## src/rtl/pcpi_issue.sv

```systemverilog
// Issue stage: decodes M-extension instructions, drives the PCPI request with a no-response
// timeout and returns result/illegal/timeout over valid/ack. Optional PCPI_ISSUE_LAT_CNT_EN adds lat_cycles.
module pcpi_issue #(
  parameter int unsigned TIMEOUT = 16,
  parameter int unsigned CNT_W   = 32
) (
  input  logic        clk,
  input  logic        resetn,
  input  logic        issue_valid,
  input  logic [31:0] issue_insn,
  input  logic [31:0] issue_rs1,
  input  logic [31:0] issue_rs2,
  output logic        issue_ready,
  output logic        result_valid,
  input  logic        result_ack,
  output logic [31:0] result_data,
  output logic        result_wr,
  output logic        result_illegal,
  output logic        result_timeout,
  output logic        pcpi_valid,
  output logic [31:0] pcpi_insn,
  output logic [31:0] pcpi_rs1,
  output logic [31:0] pcpi_rs2,
  input  logic        pcpi_wr,
  input  logic [31:0] pcpi_rd,
  input  logic        pcpi_wait,
  input  logic        pcpi_ready
`ifdef PCPI_ISSUE_LAT_CNT_EN
  ,
  output logic [CNT_W-1:0] lat_cycles
`endif
);

  localparam int unsigned TW = $clog2(TIMEOUT + 1);

  if (TIMEOUT < 2 || CNT_W == 0) begin : g_bad_param
    $error("pcpi_issue: TIMEOUT must be >= 2 and CNT_W > 0");
  end

  typedef enum logic [1:0] {S_IDLE, S_BUSY, S_RESP} state_e;

  state_e         state_q, state_d;
  logic           issue_ready_q, issue_ready_d;
  logic           result_valid_q, result_valid_d;
  logic [31:0]    result_data_q, result_data_d;
  logic           result_wr_q, result_wr_d;
  logic           illegal_q, illegal_d;
  logic           timeout_q, timeout_d;
  logic           pcpi_valid_q, pcpi_valid_d;
  logic [31:0]    insn_q, insn_d;
  logic [31:0]    rs1_q, rs1_d;
  logic [31:0]    rs2_q, rs2_d;
  logic [TW-1:0]  tmo_q, tmo_d;
`ifdef PCPI_ISSUE_LAT_CNT_EN
  logic [CNT_W-1:0] lat_cnt_q, lat_cnt_d;
  logic [CNT_W-1:0] lat_q, lat_d;
`endif

  logic legal_c;
  assign legal_c = (issue_insn[6:0] == 7'b0110011) && (issue_insn[31:25] == 7'b0000001)
                   && !issue_insn[14];

  // Next-state and registered-output computation
  always_comb begin
    state_d        = state_q;
    issue_ready_d  = issue_ready_q;
    result_valid_d = result_valid_q;
    result_data_d  = result_data_q;
    result_wr_d    = result_wr_q;
    illegal_d      = illegal_q;
    timeout_d      = timeout_q;
    pcpi_valid_d   = pcpi_valid_q;
    insn_d         = insn_q;
    rs1_d          = rs1_q;
    rs2_d          = rs2_q;
    tmo_d          = tmo_q;
`ifdef PCPI_ISSUE_LAT_CNT_EN
    lat_cnt_d      = (lat_cnt_q == '1) ? lat_cnt_q : lat_cnt_q + CNT_W'(1);
    lat_d          = lat_q;
`endif
    case (state_q)
      S_IDLE: begin
        if (issue_valid) begin
          insn_d        = issue_insn;
          rs1_d         = issue_rs1;
          rs2_d         = issue_rs2;
          issue_ready_d = 1'b0;
          if (legal_c) begin
            state_d      = S_BUSY;
            pcpi_valid_d = 1'b1;
            tmo_d        = TW'(TIMEOUT);
`ifdef PCPI_ISSUE_LAT_CNT_EN
            lat_cnt_d    = CNT_W'(1);
`endif
          end else begin
            state_d        = S_RESP;
            result_valid_d = 1'b1;
            result_data_d  = 32'd0;
            result_wr_d    = 1'b0;
            illegal_d      = 1'b1;
            timeout_d      = 1'b0;
          end
        end
      end
      S_BUSY: begin
        if (pcpi_ready) begin
          state_d        = S_RESP;
          pcpi_valid_d   = 1'b0;
          result_valid_d = 1'b1;
          result_data_d  = pcpi_rd;
          result_wr_d    = pcpi_wr;
          illegal_d      = 1'b0;
          timeout_d      = 1'b0;
`ifdef PCPI_ISSUE_LAT_CNT_EN
          lat_d          = lat_cnt_q;
`endif
        end else if (pcpi_wait) begin
          tmo_d = TW'(TIMEOUT);
        end else if (tmo_q == TW'(1)) begin
          state_d        = S_RESP;
          pcpi_valid_d   = 1'b0;
          result_valid_d = 1'b1;
          result_data_d  = 32'd0;
          result_wr_d    = 1'b0;
          illegal_d      = 1'b0;
          timeout_d      = 1'b1;
`ifdef PCPI_ISSUE_LAT_CNT_EN
          lat_d          = lat_cnt_q;
`endif
        end else begin
          tmo_d = tmo_q - TW'(1);
        end
      end
      S_RESP: begin
        if (result_ack) begin
          state_d        = S_IDLE;
          issue_ready_d  = 1'b1;
          result_valid_d = 1'b0;
          illegal_d      = 1'b0;
          timeout_d      = 1'b0;
        end
      end
      default: begin
        state_d        = S_IDLE;
        issue_ready_d  = 1'b1;
        result_valid_d = 1'b0;
        pcpi_valid_d   = 1'b0;
      end
    endcase
  end

  always_ff @(posedge clk or negedge resetn) begin
    if (!resetn) begin
      state_q        <= S_IDLE;
      issue_ready_q  <= 1'b1;
      result_valid_q <= 1'b0;
      result_data_q  <= 32'd0;
      result_wr_q    <= 1'b0;
      illegal_q      <= 1'b0;
      timeout_q      <= 1'b0;
      pcpi_valid_q   <= 1'b0;
      insn_q         <= 32'd0;
      rs1_q          <= 32'd0;
      rs2_q          <= 32'd0;
      tmo_q          <= '0;
`ifdef PCPI_ISSUE_LAT_CNT_EN
      lat_cnt_q      <= '0;
      lat_q          <= '0;
`endif
    end else begin
      state_q        <= state_d;
      issue_ready_q  <= issue_ready_d;
      result_valid_q <= result_valid_d;
      result_data_q  <= result_data_d;
      result_wr_q    <= result_wr_d;
      illegal_q      <= illegal_d;
      timeout_q      <= timeout_d;
      pcpi_valid_q   <= pcpi_valid_d;
      insn_q         <= insn_d;
      rs1_q          <= rs1_d;
      rs2_q          <= rs2_d;
      tmo_q          <= tmo_d;
`ifdef PCPI_ISSUE_LAT_CNT_EN
      lat_cnt_q      <= lat_cnt_d;
      lat_q          <= lat_d;
`endif
    end
  end

  assign issue_ready    = issue_ready_q;
  assign result_valid   = result_valid_q;
  assign result_data    = result_data_q;
  assign result_wr      = result_wr_q;
  assign result_illegal = illegal_q;
  assign result_timeout = timeout_q;
  assign pcpi_valid     = pcpi_valid_q;
  assign pcpi_insn      = insn_q;
  assign pcpi_rs1       = rs1_q;
  assign pcpi_rs2       = rs2_q;
`ifdef PCPI_ISSUE_LAT_CNT_EN
  assign lat_cycles     = lat_q;
`endif

endmodule

```

## config.mk

```make
export PLATFORM = sky130hd
export DESIGN_NAME = pcpi_issue
export DESIGN_NICKNAME = d
export VERILOG_FILES = /design/src/rtl/pcpi_issue.sv
export SDC_FILE = /design/constraint.sdc
export NUM_CORES = 1
export LEC_CHECK = 0
export BUFFER_PORTS_ARGS = -buffer_cell sky130_fd_sc_hd__buf_2
export CAP_MARGIN = 20
export CELL_PAD_IN_SITES_DETAIL_PLACEMENT = 1
export CELL_PAD_IN_SITES_GLOBAL_PLACEMENT = 1
export CORE_MARGIN = 10
export CORE_UTILIZATION = 40
export DETAILED_ROUTE_END_ITERATION = 12
export PLACE_DENSITY_LB_ADDON = 0.1
export SLEW_MARGIN = 5
export SYNTH_ARGS = -nofsm -noshare
export SYNTH_HDL_FRONTEND = slang
export SYNTH_SLANG_ARGS = --single-unit
```

## constraint.sdc

```tcl
create_clock -name clk -period 5.55 [get_ports clk]
set_input_delay 0.2775 -clock clk [delete_from_list [all_inputs] [get_ports clk]]
set_output_delay 0.2775 -clock clk [all_outputs]
set_load 0.05 [all_outputs]
```

## After elaboration in Yosys (flattened, before gate mapping)

Cells that the tools add are included.

- Memory bits (read-only): 0
- Bits in writable memories: 0
- Bits in latches: 0
- Register bits after elaboration: 141
- Input bits: 135
- Memories kept: 0

- Eq/ne operators: 13
- Add/subtract/negate cells: 1
- Multipliers: 0
- Shifts and indexed selects: 0
- Bitwise operators: 2
- Reduce and logical (&&, ||, !) cells: 14
- Muxes and demuxes: 42
- Divide/modulo/power cells: 0
- Order comparisons: 0

Operator list:

| operator | count |
|---|---|
| 32-bit two-way mux | 5 |
| 32-bit case mux with 2 select lines | 1 |
| 5-bit two-way mux | 5 |
| 5-bit AND reduction | 4 |
| 1-bit two-way mux | 17 |
| 1-bit case mux with 3 select lines | 5 |
| 2-bit two-way mux | 6 |
| 2-bit != test, second input constant | 5 |
| 5-bit case mux with 2 select lines | 1 |
| 3-bit != test, second input constant | 3 |
| 7-bit by 1-bit equality test with 1-bit output, second input constant | 1 |
| 7-bit by 6-bit equality test with 1-bit output, second input constant | 1 |
| 2-bit case mux with 3 select lines | 1 |
| 6-bit AND reduction | 1 |
| 5-bit by 1-bit equality test with 1-bit output, second input constant | 1 |
| 5-bit by 1-bit subtractor with 5-bit output, second input constant | 1 |
| 4-bit AND reduction | 1 |
| 3-bit AND reduction | 1 |
| 3-bit nonzero test | 1 |
| 2-bit by 1-bit equality test with 1-bit output, second input constant | 1 |
| 2-bit equality test, second input constant | 1 |
| 1-bit logical AND | 2 |
| 2-bit logical NOT | 1 |
| 1-bit inverter | 2 |
| other kinds (4) | 4 |

## Depth between registers and ports, before layout

- Depth after elaboration: 6
- Gate-level depth with buffers: 8
- Depth with buffers taken out: 6

## Worst setup path after synthesis

Ideal clock, no wire load.

- Kind: flip-flop to flip-flop
- From: register state_q[1]
- To: register result_data_q[0], in the netlist result_data[0]
- Arrival: 1.922 ns
- Slack: 3.503 ns
- Required time: 5.425 ns
- Cell stages (with the launch flop): 9
- Library setup time: 0.125 ns
- Cell sequence: dfrtp_1 > inv_1 > ha_1 > clkbuf_2 > nor2b_1 > o31ai_4 > nand3b_4 > buf_6 > mux2_4

- Longest elaborated chain between the ends: 3
- Elaborated cells on any way between the ends: 9
- Classes of those cells: eq/ne (5); mux (1); reduce/logical (3)

Ends and longest elaborated chain:

| element | line | text |
|---|---|---|
| start: declaration | 42 | `state_e state_q, state_d;` |
| start signal: assignment | 171 | `state_q <= state_d;` |
| 2-bit by 1-bit equality test with 1-bit output / 2-bit logical NOT (equally long branches) | 81 | `case (state_q)` |
| 3-bit != test (no source line), or another cell as far along | n/a |  |
| 5-bit AND reduction (no source line) | n/a |  |
| end signal: assignment | 174 | `result_data_q <= result_data_d;` |
| end: declaration | 45 | `logic [31:0] result_data_q, result_data_d;` |

Several ways; a longest one is shown, not always the timed one.
A chain may end at the register's enable or synchronous reset.

## Worst setup path in the final report

- From: register state_q[1]
- To: register result_data_q[5], in the netlist result_data[5]

The elaborated chain is that of the path after synthesis.

==> flow_metrics.py <==
metrics = {
    "floorplan": {
        "start_util_pct": 40.9,
        "die_w_um": 142,
        "io_pins": 269,
        "die_h_um": 142,
        "rows": 44,
        "die-area_um2": 20100,
        "coreArea_um2": 14500,
    },
    "cts": {
        "clockRootBuffer": "clkbuf_16",
        "clkLatencyLatePin_ns": 0.41,
        "cts_made_buffers": 17,
        "cts_tree": "yes",
        "cts_sinks": 141,
        "cts_setup_buffers": 0,
        "h-tree-depth": 4,
        "clock_tree.buffer_depth": 2,
        "clk_pin_slew_ns": 0.06,
    },
    "logic_synthesis": {
        "ys_types": 45,
        "syn_area_um2": 5940,
        "syn_avg_cell_area_um2": 15.0,
        "synth_top_family_by_area": "multiplexers",
        "yosysWarnings": 0,
        "ys_ff_latch": 141,
        "synth_edf_count": 0,
        "yosysTopAreaCell": "dfrtp_1",
        "ys_seq_area_share_pct": 59.4,
        "synth_nets": 537,
        "muxShareOfSynthArea_pct": 27.1,
        "synth_cells": 397,
        "synthAdderAreaFrac_pct": 1.05,
        "synth_compound_area_share_pct": 2.76,
        "synth_ff_type": "dfrtp_1",
        "synthArstFlopShare_pct": 100,
        "synth-xor-area-share_pct": 0,
        "yosys-top-cells-area": "dfrtp_1 (59%), mux2_2 (19%), mux2_4 (7.6%)",
        "synth.top_cell.area_share_pct": 59.0,
        "synth-simple-area-share_pct": 7.39,
    },
    "final_layout": {
        "area_growth_pct": 35.5,
        "final_design_area_no_fill_um2": 8050,
        "drive_gt1_share_pct": 64.0,
        "multi_input_area_um2": 2280,
        "num-fill-cells": 1547,
        "finalNetCount": 806,
        "final_cells": 864,
        "seq_area_um2": 3530,
    },
    "setup_path": {
        "r2r_setup_slack_ns": 2.61,
        "cp_top_family": "simple AND/OR/NAND/NOR gates",
        "worst-path-max-fanout": 33,
        "worstPathArrival_ns": 3.23,
        "cp.required_ns": 5.84,
        "r2r_start": "state_q[1]$_DFFE_PN0P_",
        "r2r_end": "result_data[5]$_DFFE_PN0P_",
        "worst-path-buf-inv": 1,
        "cp-start-kind": "flop",
        "worstPathCellList": "inv_1, ha_1, nor4b_1, nand4_1, nand3b_4, mux2_2",
        "cp-end-kind": "flop",
        "critPathMaxStageDelay_ns": 0.65,
        "reg2reg_depth": 6,
        "worstSetupPathType": "reg2reg",
        "slowest_stage": "nand3b_4",
    },
    "global_route": {
        "grt_max_degree": 74,
        "gr-total-overflow": 0,
        "antenna_found_initial": 3,
        "grt_pass1_wl_mm": 28.1,
        "grtUsageTotal_pct": 17.7,
        "grt_pass1_vias": 5013,
    },
    "timing": {
        "period_share_pct": 52.9,
        "setup_viol": 0,
        "fin_skew_ns": 0.00491,
        "setup_tns_ns": 0,
        "final-hold-violation-count": 0,
        "hold_slack_ns": 0.0926,
        "max_slew.worst_pin.slew_ns": 0.865,
        "report.final.slew_viol_count": 0,
        "slew_headroom_pct": 42.4,
        "max_freq_mhz": 340,
        "rsz0062_at_grt": "no",
        "min_period_ns": 2.94,
    },
    "pwr": {
        "p_per_area_nw_per_um2": 651,
        "leakagePower_nw": 4.24,
        "peakVddDrop_v": 0.000425,
    },
    "place": {
        "gp_congestion": 0.768,
        "place_inst": 829,
        "dpl_cell_area_um2": 7430,
        "port-buffer-count": 268,
        "dp_hpwl_mm": 13.7,
    },
    "routing": {
        "drt-initial-drc-count": 128,
        "drt-wirelength-per-cell_um": 20.8,
        "vias": 4323,
        "route.detailed.drc": 0,
        "wirelength_mm": 18.0,
        "ant_nets": 0,
        "drt-pass1-iter-count": 4,
        "viasPerCell": 5.00,
    },
    "run_status": {
        "outcome": "completed",
    },
    "min_path": {
        "hp-start": "issue_insn[13]",
        "hold_class": "in2reg",
        "hold_end": "pcpi_insn[13]$_DFFE_PN0P_",
        "holdPathStages": 2,
    },
    "run": {
        "cap_violations": 0,
    },
}
## area by class of cell
cell class | instances | area share [%]
inverter | 8 | 0.373
clock buffer | 24 | 5.86
timing repair buffer | 272 | 17.2
multi-input combinational | 226 | 28.4
clock inverter | 7 | 1.40
tap | 184 | 2.86
antenna | 2 | 0.0622
sequential | 141 | 43.9
## how the worst max path moves through the flow
| stage | start | cells past startpoint | to |
|---|---|---|---|
| floorplan | state_q[1]$_DFFE_PN0P_ | 8 | result_data[0]$_DFFE_PN0P_ |
| global placement | state_q[1]$_DFFE_PN0P_ | 6 | result_data[5]$_DFFE_PN0P_ |
| detailed placement | state_q[1]$_DFFE_PN0P_ | 6 | result_data[5]$_DFFE_PN0P_ |
| CTS | state_q[1]$_DFFE_PN0P_ | 6 | result_data[5]$_DFFE_PN0P_ |
| global route | state_q[1]$_DFFE_PN0P_ | 6 | result_data[31]$_DFFE_PN0P_ |
| finish | state_q[1]$_DFFE_PN0P_ | 6 | result_data[5]$_DFFE_PN0P_ |
## cells by family after synthesis
family | after synthesis
flops | 141
mux | 133
simple gates | 68
buf+inv | 30
compound gates | 20
fa+ha+maj | 5
## per-layer routing
metal,up-vias,track usage [%],wire [um]
met4,2,6.40,303
met3,23,8.85,1880
met5,-,0,7
li1,1968,-,-
met2,174,29.1,8910
met1,2156,19.4,6890
## worst register-to-register path, stage by stage, from the launching register on
cell	delay, ns
dfrtp_1	0.40
inv_1	0.09
ha_1	0.52
nor4b_1	0.39
nand4_1	0.34
nand3b_4	0.65
mux2_2	0.42
## registers in the layout (all words and copies together) (netlist names)
signal	flops
tmo_q	5
result_valid	1
state_q	2
pcpi_insn	32
result_data	32
result_wr	1
pcpi_rs1	32
result_illegal	1
result_timeout	1
issue_ready	1
pcpi_valid	1
pcpi_rs2	32
## synth_stat cells (all sizes together) (4+ instances only)
cell / number
inv: 8
ha: 5
nand3: 4
buf: 9
mux2: 132
dfrtp: 140
and3: 34
nor2: 4
clkbuf: 13
## power by group
group | switching (mW) | leakage (nW) | internal [mW]
combinational | 1.84 | 2.21 | 0.680
sequential | 0.177 | 1.74 | 1.41
clock | 0.408 | 0.284 | 0.726
total | 2.43 | 4.24 | 2.81
## what timing repair did
item | in CTS | in global routing
hold endpoints to repair | 71 | 0
hold buffers | 1 | 0
gates resized for setup | 0 | 0
## per-stage QoR
| stage | setup WS, ns | total power [mW] | util (%) |
|---|---|---|---|
| final | 2.61 | 5.24 | 55.4 |
| after detailed placement | 2.32 | 4.15 | 51.2 |
| after global routing | 2.30 | 5.50 | 55.4 |
| after global placement | 2.49 | 4.10 | 51.2 |
| after floorplan | 3.50 | 3.49 | - |
| after CTS | 2.28 | 5.31 | 55.2 |
## layout by cell type, fill, tap and decap left out, types with 2 or more instances in the layout
cell type,netlist,layout
a41oi_1,2,2
and2_1,2,2
and3_1,34,34
buf_2,1,267
buf_4,0,2
bufinv_16,0,3
clkbuf_1,12,5
clkbuf_16,0,17
clkbuf_8,0,2
clkinv_2,0,3
dfrtp_1,140,140
diode_2,0,2
ha_1,5,5
inv_1,8,8
mux2_2,102,102
mux2_4,30,30
nand2_1,3,2
nand2b_1,2,2
nand3_1,4,4
nand4_1,3,3
nand4b_1,2,2
nor2_1,4,4
nor3_1,3,3
nor4b_1,3,3
nor4bb_1,2,2
o21ai_0,3,3
o22a_1,2,2
No activity file was read; power rests on OpenSTA's default activity.
